[src/rtl/dmem_arbiter_pkg.sv]
// Shared types for the data-memory port arbiter: request bundle and arbiter state.
// The bundle widths here bound the DATA_W / DM_ADDRESS parameters of dmem_arbiter.
package Pipe_Buf_Reg_PKG;

    localparam int DM_DATA_W = 32;
    localparam int DM_ADDR_W = 9;

    typedef struct packed {
        logic                 rd;
        logic                 wr;
        logic [DM_ADDR_W-1:0] addr;
        logic [DM_DATA_W-1:0] wdata;
        logic [2:0]           func3;
    } dm_req_t;

    typedef enum logic {
        ARB    = 1'b0,
        LOCKED = 1'b1
    } arb_state_e;

endpackage

[src/rtl/arb_starve_cnt.sv]
// Saturating count of consecutive denied secondary cycles; full marks a forced grant.
module arb_starve_cnt #(
    parameter int STARVE_MAX = 4
) (
    input  logic clk,
    input  logic reset,
    input  logic req,
    input  logic gnt,
    output logic full
);

    localparam int CNT_W = $clog2(STARVE_MAX + 1);
    localparam logic [CNT_W-1:0] MAX_CNT = CNT_W'(STARVE_MAX);

    logic [CNT_W-1:0] count_reg, count_next;

    always_comb begin
        count_next = count_reg;
        if (!req || gnt) begin
            count_next = '0;
        end else if (count_reg != MAX_CNT) begin
            count_next = count_reg + 1'b1;
        end
    end

    always_ff @(posedge clk or negedge reset) begin
        if (!reset) begin
            count_reg <= '0;
        end else begin
            count_reg <= count_next;
        end
    end

    assign full = (count_reg == MAX_CNT);

endmodule

[src/rtl/dmem_arbiter.sv]
// Shares the single data-memory port between the MEM stage (priority) and a secondary master.
// Optional DMEM_ARB_LOCK_EN adds s_lock and a LOCKED state that freezes the pipeline for bursts.
module dmem_arbiter
    import Pipe_Buf_Reg_PKG::*;
#(
    parameter int DATA_W     = DM_DATA_W,
    parameter int DM_ADDRESS = DM_ADDR_W,
    parameter int STARVE_MAX = 4
) (
    input  logic                  clk,
    input  logic                  reset,
    input  logic                  p_rd,
    input  logic                  p_wr,
    input  logic [DM_ADDRESS-1:0] p_addr,
    input  logic [DATA_W-1:0]     p_wdata,
    input  logic [2:0]            p_func3,
    output logic [DATA_W-1:0]     p_rdata,
    output logic                  p_stall,
    input  logic                  s_req,
    input  logic                  s_we,
    input  logic [DM_ADDRESS-1:0] s_addr,
    input  logic [DATA_W-1:0]     s_wdata,
    input  logic [2:0]            s_func3,
    output logic                  s_gnt,
    output logic                  s_rvalid,
    output logic [DATA_W-1:0]     s_rdata,
    output logic                  m_rd,
    output logic                  m_wr,
    output logic [DM_ADDRESS-1:0] m_addr,
    output logic [DATA_W-1:0]     m_wdata,
    output logic [2:0]            m_func3,
    input  logic [DATA_W-1:0]     m_rdata
`ifdef DMEM_ARB_LOCK_EN
    ,
    input  logic                  s_lock
`endif
);

    dm_req_t    p_bus, s_bus, m_bus;
    arb_state_e state_reg, state_next;
    logic       p_act;
    logic       starve_full;
    logic       s_rvalid_reg;
    logic [DATA_W-1:0] s_rdata_reg;

    assign p_act = reset & (p_rd | p_wr);

    always_comb begin
        p_bus = '{rd: p_rd, wr: p_wr, addr: p_addr, wdata: p_wdata, func3: p_func3};
        s_bus = '{rd: ~s_we, wr: s_we, addr: s_addr, wdata: s_wdata, func3: s_func3};
    end

    arb_starve_cnt #(
        .STARVE_MAX (STARVE_MAX)
    ) u_starve_cnt (
        .clk   (clk),
        .reset (reset),
        .req   (s_req),
        .gnt   (s_gnt),
        .full  (starve_full)
    );

    // A stalled pipeline access is dropped from the port rather than passed through.
    always_comb begin
        s_gnt   = 1'b0;
        p_stall = 1'b0;
        m_bus   = '0;
        if (reset) begin
            if (state_reg == LOCKED) begin
                s_gnt   = s_req;
                p_stall = p_act;
            end else begin
                s_gnt   = s_req & (~p_act | starve_full);
                p_stall = p_act & s_gnt;
            end
            if (s_gnt) begin
                m_bus = s_bus;
            end else if (!p_stall) begin
                m_bus = p_bus;
            end
        end
    end

    always_comb begin
        state_next = state_reg;
`ifdef DMEM_ARB_LOCK_EN
        case (state_reg)
            ARB:     if (s_gnt && s_lock) state_next = LOCKED;
            LOCKED:  if (!s_lock || !s_req) state_next = ARB;
            default: state_next = ARB;
        endcase
`else
        state_next = ARB;
`endif
    end

    always_ff @(posedge clk or negedge reset) begin
        if (!reset) begin
            state_reg    <= ARB;
            s_rvalid_reg <= 1'b0;
            s_rdata_reg  <= '0;
        end else begin
            state_reg    <= state_next;
            s_rvalid_reg <= s_gnt & ~s_we;
            if (s_gnt && !s_we) begin
                s_rdata_reg <= m_rdata;
            end
        end
    end

    assign m_rd     = m_bus.rd;
    assign m_wr     = m_bus.wr;
    assign m_addr   = m_bus.addr;
    assign m_wdata  = m_bus.wdata;
    assign m_func3  = m_bus.func3;
    assign p_rdata  = m_rdata;
    assign s_rvalid = s_rvalid_reg;
    assign s_rdata  = s_rdata_reg;

endmodule

[config.mk]
export PLATFORM = sky130hd
export DESIGN_NAME = dmem_arbiter
export DESIGN_NICKNAME = d
export VERILOG_FILES = /design/src/rtl/dmem_arbiter_pkg.sv /design/src/rtl/arb_starve_cnt.sv /design/src/rtl/dmem_arbiter.sv
export SDC_FILE = /design/constraint.sdc
export NUM_CORES = 1
export LEC_CHECK = 0
export BUFFER_PORTS_ARGS = -buffer_cell sky130_fd_sc_hd__buf_2
export CORE_AREA = 5 5 91 93
export CTS_BUF_LIST = sky130_fd_sc_hd__clkbuf_8
export CTS_CLUSTER_SIZE = 16
export DETAILED_ROUTE_END_ITERATION = 12
export DIE_AREA = 0 0 96 98
export PLACE_DENSITY = 0.77
export SETUP_SLACK_MARGIN = 0.2
export SLEW_MARGIN = 10
export SYNTH_ARGS = -nofsm -noshare
export SYNTH_HDL_FRONTEND = slang
export SYNTH_HIERARCHICAL = 1
export SYNTH_SLANG_ARGS = --single-unit
[constraint.sdc]
create_clock -name clk -period 4.8 [get_ports clk]
set_input_delay 0 -clock clk [delete_from_list [all_inputs] [get_ports clk]]
set_output_delay 0 -clock clk [all_outputs]
set_load 0.01 [all_outputs]
==> impl_metrics.json, run 1 <==
{
  "status": "completed",
  "vias": 2774,
  "crit_slowest_cell": "a21boi_4",
  "finalHoldViolCount": 0,
  "wl_per_cell_um": 15.0,
  "power_frac_clock_pct": 20.2,
  "path_class": "reg2out",
  "port-buffer-count": 238,
  "avgSynthCellArea_um2": 9.31,
  "powerDensity_nw_per_um2": 267,
  "drive_gt1_share_pct": 55.9,
  "required_ns": 4.80,
  "netlist_area_um2": 2580,
  "cts_root_buf": "clkbuf_8",
  "grt_first_pass_wirelength_um": 14100,
  "reg2reg_depth": 8,
  "fmax_mhz": 325,
  "cts_setup_buffers": 0,
  "rows": 32,
  "area_growth_pct": 55.0,
  "fin_crit_sh_pct": 64.1,
  "leakagePower_nw": 2.26,
  "start_kind": "flip-flop",
  "grt_pass1_vias": 2931,
  "total_power_mw": 1.07,
  "h-tree-depth": 2,
  "antenna_cells": 0,
  "swShare_pct": 33.3,
  "seq_power_share_pct": 39.1,
  "fin_crit_ns": 3.08,
  "end_kind": "output pin",
  "nets": 635,
  "cts.clk_slew.worst_paths_ns": 0.07,
  "final_cell_area_um2": 4000,
  "p_sw_mw": 0.355,
  "synth_cells": 277,
  "ios": 239,
  "dp_hpwl_um": 6780,
  "start_util_pct": 34.6,
  "gp_congestion": 0.846,
  "cts-buffers-inserted": 5,
  "worstSkewPairLatency_ns": 0.28,
  "die_x_um": 96,
  "hold_start": "s_req",
  "seq_area_frac_synth_pct": 34.9,
  "die_y_um": 98,
  "internal_power_mw": 0.710,
  "drv_slew": 0,
  "cts_tree": "yes",
  "drcViolationCount": 0,
  "ctsResizeCount": 0,
  "maxSlewHeadroom_pct": 32.7,
  "tns_ns": 0,
  "grtUsageTotal_pct": 18.7,
  "critPathLaunch": "u_starve_cnt/count_reg[0]",
  "drtPass1Iterations": 4,
  "worstPathCellList": "inv_1 > ha_1 > and2_2 > o21ba_2 > a21boi_4 > buf_4 > mux2i_1 > buf_2",
  "finClkSkew_ns": 0.00235,
  "grt_max_degree": 100,
  "antenna_found_initial": 0,
  "clockBufferDepth": 2,
  "layout_setup_ws_ns": 1.72,
  "rsz0062_at_grt": "false",
  "dieArea_um2": 9410,
  "min_path_type": "in2reg",
  "dpl_cell_area_um2": 3580,
  "path_max_fanout": 26,
  "largest_register_ffs": 32,
  "ir_worst_vdd_mv": 0.254,
  "cp_slowest_stage_delay_ns": 0.78,
  "synth-seq-cells": 36,
  "combPwrFrac_pct": 40.7,
  "whs_path_depth": 3,
  "ys_warn_count": 6,
  "gr-total-overflow": 0,
  "arrival_ns": 3.08,
  "syn-num-nets": 405,
  "dp_slack_ns": 2.00,
  "regToRegStartpoint": "u_starve_cnt/count_reg[0]",
  "core_area_um2": 7450,
  "antenna_left": 0,
  "yosys.cell_types.count": 27,
  "clock-sinks": 36,
  "worst_pin_slew_ns": 1.01,
  "viasPerCell": 4.55,
  "setup_viol": 0,
  "maxCapViolCount": 0,
  "drtIter0Drc": 59,
  "wl_um": 9160
}
-- through the flow --
| step | cells | hold slack [ns] | util, % |
|---|---|---|---|
| 2_1_floorplan | 277 | -0.296 | - |
| 3_3_place_gp | 569 | 0.161 | 48.0 |
| 3_5_place_dp | 569 | 0.176 | 48.0 |
| 4_1_cts | 610 | 0.0624 | 53.7 |
| 5_1_grt | 610 | 0.0860 | 53.7 |
| 6_report | 610 | 0.0752 | 53.7 |
-- cells in the mapped netlist (all sizes together) --
library cell,count,share of area [%]
clkbuf,8,1.2
mux2,32,14
a21boi,1,0.44
inv,2,0.29
and2,2,0.53
nor2,1,0.15
a21oi,2,0.39
a21o,1,0.34
dfrtp,36,35
mux2i,45,17
o21ba,1,0.39
and3b,1,0.34
ha,2,0.97
nor3,2,1.0
nand2b,1,0.24
nand3,2,0.39
o211a,1,0.39
o21bai,1,0.29
buf,43,13
nand2,92,13
a21bo,1,0.39
-- final timing paths --
| kind | end | slack (ns) |
|---|---|---|
| min in group asynchronous | s_rdata[26] | 0.47 |
| worst max-delay path | m_wdata[2] | 1.72 |
| worst min-delay path | u_starve_cnt/count_reg[2] | 0.08 |
| max in group asynchronous | s_rdata[12] | 3.38 |
| worst max register to register | u_starve_cnt/count_reg[1] | 2.33 |
| worst min register to register | s_rdata[29] | 0.50 |
-- power groups by stage --
stage               logic (mW)  clock network [mW]  registers [mW]
global placement         0.399                   0           0.416
CTS                      0.434               0.223           0.416
global route             0.473               0.231           0.425
floorplan                0.189                   0           0.453
detailed placement       0.413                   0           0.419
finish                   0.433               0.216           0.417
-- placed cells by master (no fill, tap or decap) --
| master | synthesis | final |
|---|---|---|
| a21bo_2 | 1 | 1 |
| a21boi_4 | 0 | 1 |
| a21o_2 | 1 | 1 |
| a21oi_1 | 2 | 2 |
| and2_1 | 1 | 1 |
| and2_2 | 1 | 1 |
| and3b_1 | 1 | 1 |
| buf_2 | 3 | 237 |
| buf_4 | 34 | 4 |
| clkbuf_8 | 0 | 6 |
| dfrtp_1 | 36 | 36 |
| dlygate4sd3_1 | 0 | 33 |
| ha_1 | 2 | 2 |
| inv_1 | 2 | 4 |
| mux2_1 | 2 | 2 |
| mux2_2 | 30 | 30 |
| mux2i_1 | 45 | 45 |
| nand2_1 | 92 | 92 |
| nand2b_1 | 1 | 1 |
| nand3_1 | 2 | 2 |
| nor2_1 | 1 | 1 |
| nor3_2 | 1 | 1 |
| nor3_4 | 1 | 1 |
| o211a_1 | 1 | 1 |
| o21ba_2 | 1 | 1 |
| o21bai_1 | 1 | 1 |
-- routing by layer --
| metal | share of wire [%] | wire (µm) | up-vias | track usage [%] |
|---|---|---|---|---|
| met2 | 50 | 4560 | 168 | 34.5 |
| met3 | 12 | 1120 | 10 | 6.09 |
| met4 | 1.1 | 99 | 0 | 3.83 |
| met5 | 0 | 0 | - | 0 |
| met1 | 37 | 3390 | 1256 | 20.5 |
| li1 | - | - | 1340 | - |
-- repair_timing --
| action | in CTS | in global routing |
|---|---|---|
| endpoints found under the setup margin | 0 | 0 |
| hold buffers | 33 | 0 |
| endpoints found under the hold margin | 39 | 0 |
-- critical path, delay by kind of cell, from the launching register on --
kind | cells | cell delay (ns)
AOI/OAI and AO/OA | 2 | 0.97
adders and majority gates | 1 | 0.24
buffers and inverters | 3 | 0.73
DFF | 1 | 0.42
muxes | 1 | 0.26
and+or+nand+nor | 1 | 0.16
-- area by class of cell --
cell class                 count  area (µm²)
clock buffer                   6        82.6
sequential                    36         901
inverter                       2        7.51
clock inverter                 2        7.51
multi-input combinational    188        1330
fill                         660        3450
tap                          102         128
timing repair buffer         274        1550
-- logic make-up after synthesis --
| kind of cell | count (synthesis) | share of synthesized area, % |
|---|---|---|
| compound gates | 8 | 2.62 |
| flops | 36 | 34.9 |
| mux | 77 | 31.4 |
| fa+ha+maj | 2 | 0.970 |
| simple gates | 101 | 16.1 |
| buf+inv | 53 | 14.0 |
No activity file was read; power rests on OpenSTA's default activity.
==> run 2, diff against run 1 <==
- CORE_AREA: 5 5 91 93 -> 5 5 92 94
- DIE_AREA: 0 0 96 98 -> 0 0 97 99
- PLACE_DENSITY: 0.77 -> 0.79
- clock period: 4.8 -> 2.55 ns (I/O delays scaled with it)
==> impl_metrics.json, run 2 (synthesis results as in run 1) <==
{
  "status": "completed",
  "worst_pin_slew_ns": 0.461,
  "setup_viol": 0,
  "rows": 32,
  "gr-total-overflow": 0,
  "dp_hpwl_um": 7110,
  "internal_power_mw": 1.33,
  "area_growth_pct": 58.3,
  "start_kind": "flip-flop",
  "cts_tree": "yes",
  "antenna_left": 0,
  "ios": 239,
  "die_x_um": 97,
  "port-buffer-count": 238,
  "dieArea_um2": 9600,
  "worstPathCellList": "inv_1 > ha_4 > and2_2 > o21ba_2 > a21boi_4 > buf_4 > buf_4 > and2_1 > nand2b_1 > nor3_2",
  "min_path_type": "in2reg",
  "crit_slowest_cell": "dfrtp_1",
  "leakagePower_nw": 2.30,
  "crit_top_cell": "buf_4",
  "ir_worst_vdd_mv": 0.436,
  "grt_max_degree": 54,
  "fmax_mhz": 456,
  "core_area_um2": 7570,
  "fin_crit_sh_pct": 85.9,
  "grt_first_pass_wirelength_um": 15400,
  "drive_gt1_share_pct": 57.2,
  "path_class": "reg2reg",
  "nets": 641,
  "viasPerCell": 4.64,
  "antenna_found_initial": 0,
  "clock-sinks": 36,
  "end_kind": "flip-flop",
  "drtIter0Drc": 88,
  "grtUsageTotal_pct": 19.4,
  "fin_crit_ns": 2.19,
  "cts-buffers-inserted": 5,
  "p_sw_mw": 0.706,
  "cp_slowest_stage_delay_ns": 0.39,
  "drtPass1Iterations": 5,
  "maxSlewHeadroom_pct": 69.2,
  "wl_um": 9610,
  "combPwrFrac_pct": 41.2,
  "arrival_ns": 2.40,
  "maxCapViolCount": 0,
  "start_util_pct": 34.1,
  "h-tree-depth": 2,
  "gp_congestion": 0.980,
  "required_ns": 2.76,
  "rsz0062_at_grt": "false",
  "largest_register_ffs": 32,
  "finalHoldViolCount": 0,
  "clockBufferDepth": 2,
  "fillers": 665,
  "grt_pass1_vias": 3098,
  "hold_ws_ns": 0.0620,
  "finClkSkew_ns": 0.00453,
  "wl_per_cell_um": 15.6,
  "swShare_pct": 34.7,
  "drv_slew": 0,
  "drcViolationCount": 0,
  "layout_commonest_cell": "buf_2",
  "cts.clk_slew.worst_paths_ns": 0.08,
  "seq_power_share_pct": 38.9,
  "die_y_um": 99,
  "worstSkewPairLatency_ns": 0.29,
  "final_cell_mix": "237 x buf_2, 92 x nand2_1, 44 x mux2i_1",
  "cts_root_buf": "clkbuf_8",
  "tns_ns": 0,
  "power_frac_clock_pct": 19.9,
  "crit_buf_inv": 3,
  "antenna_cells": 0,
  "powerDensity_nw_per_um2": 499,
  "vias": 2856,
  "path_max_fanout": 6,
  "cp_top_family": "simple AND/OR/NAND/NOR gates"
}
==> run 2: changes by cell type in the layout (fill, tap and decap cells not counted), sizes merged <==
cell    previous run  this run
clkinv             0         3
clkbuf             6         5
inv                4         2
buf              241       247
==> run 2: path summary, 6_finish.rpt <==
check / start / endpoint / slack [ns] / cells past startpoint
worst max-delay path: u_starve_cnt/count_reg[0] / u_starve_cnt/count_reg[2] / 0.36 / 10
max in group asynchronous: reset / s_rdata[21] / 1.53 / 3
worst min-delay path: s_req / u_starve_cnt/count_reg[0] / 0.06 / 3
worst min register to register: s_rdata[17] / s_rdata[17] / 0.51 / 1
worst max register to register: u_starve_cnt/count_reg[0] / u_starve_cnt/count_reg[2] / 0.36 / 10
min in group asynchronous: reset / s_rdata[14] / 0.23 / 2
==> run 2: worst register-to-register path, cell delays in order (launching register included) <==
cell and delay (ns):
dfrtp_1 0.39, inv_1 0.09, ha_4 0.18, and2_2 0.18, o21ba_2 0.29, a21boi_4 0.09, buf_4 0.17, buf_4 0.15
and2_1 0.17, nand2b_1 0.19, nor3_2 0.20
==> run 2: repair_timing <==
action                                  CTS  global route
buffers inserted                          2             0
endpoints found under the setup margin   31            27
pin swaps                                 1             1
hold buffers                             33             0
gates resized for setup                   0             3
endpoints found under the hold margin    34             0
==> run 2: power groups by stage <==
stage	Clock [mW]	Sequential, mW	Combinational [mW]
6_report	0.405	0.791	0.838
5_1_grt	0.443	0.806	0.915
4_1_cts	0.416	0.785	0.828
3_5_place_dp	0	0.789	0.785
3_3_place_gp	0	0.782	0.759
2_1_floorplan	0	0.852	0.355
==> run 2: final cells by class <==
type / count / area [µm²] / area share, %
sequential: 36 / 901 / 22.1
inverter: 2 / 7.51 / 0.184
timing repair buffer: 280 / 1620 / 39.6
tap: 102 / 128 / 3.13
clock buffer: 5 / 68.8 / 1.69
clock inverter: 3 / 18.8 / 0.460
multi-input combinational: 188 / 1340 / 32.9
==> run 2: per-layer routing <==
metal | GRT usage (%) | vias up | routed length, µm
met1 | 23.3 | 1299 | 3760
met3 | 6.30 | 20 | 1090
met2 | 33.3 | 187 | 4600
met4 | 5.29 | 0 | 159
li1 | - | 1350 | -
met5 | 0 | - | 0
==> run 2: stage by stage <==
stage               total power [mW]  instance area [µm²]  instances  util [%]  worst slack, ns
floorplan                       1.21                 2580        277         -            0.405
global placement                1.54                 3630        573      48.0            0.502
detailed placement              1.57                 3630        573      48.0            0.421
CTS                             2.03                 4070        616      53.7            0.289
global route                    2.16                 4080        616      53.9            0.202
finish                          2.03                 4080        616      53.9            0.358
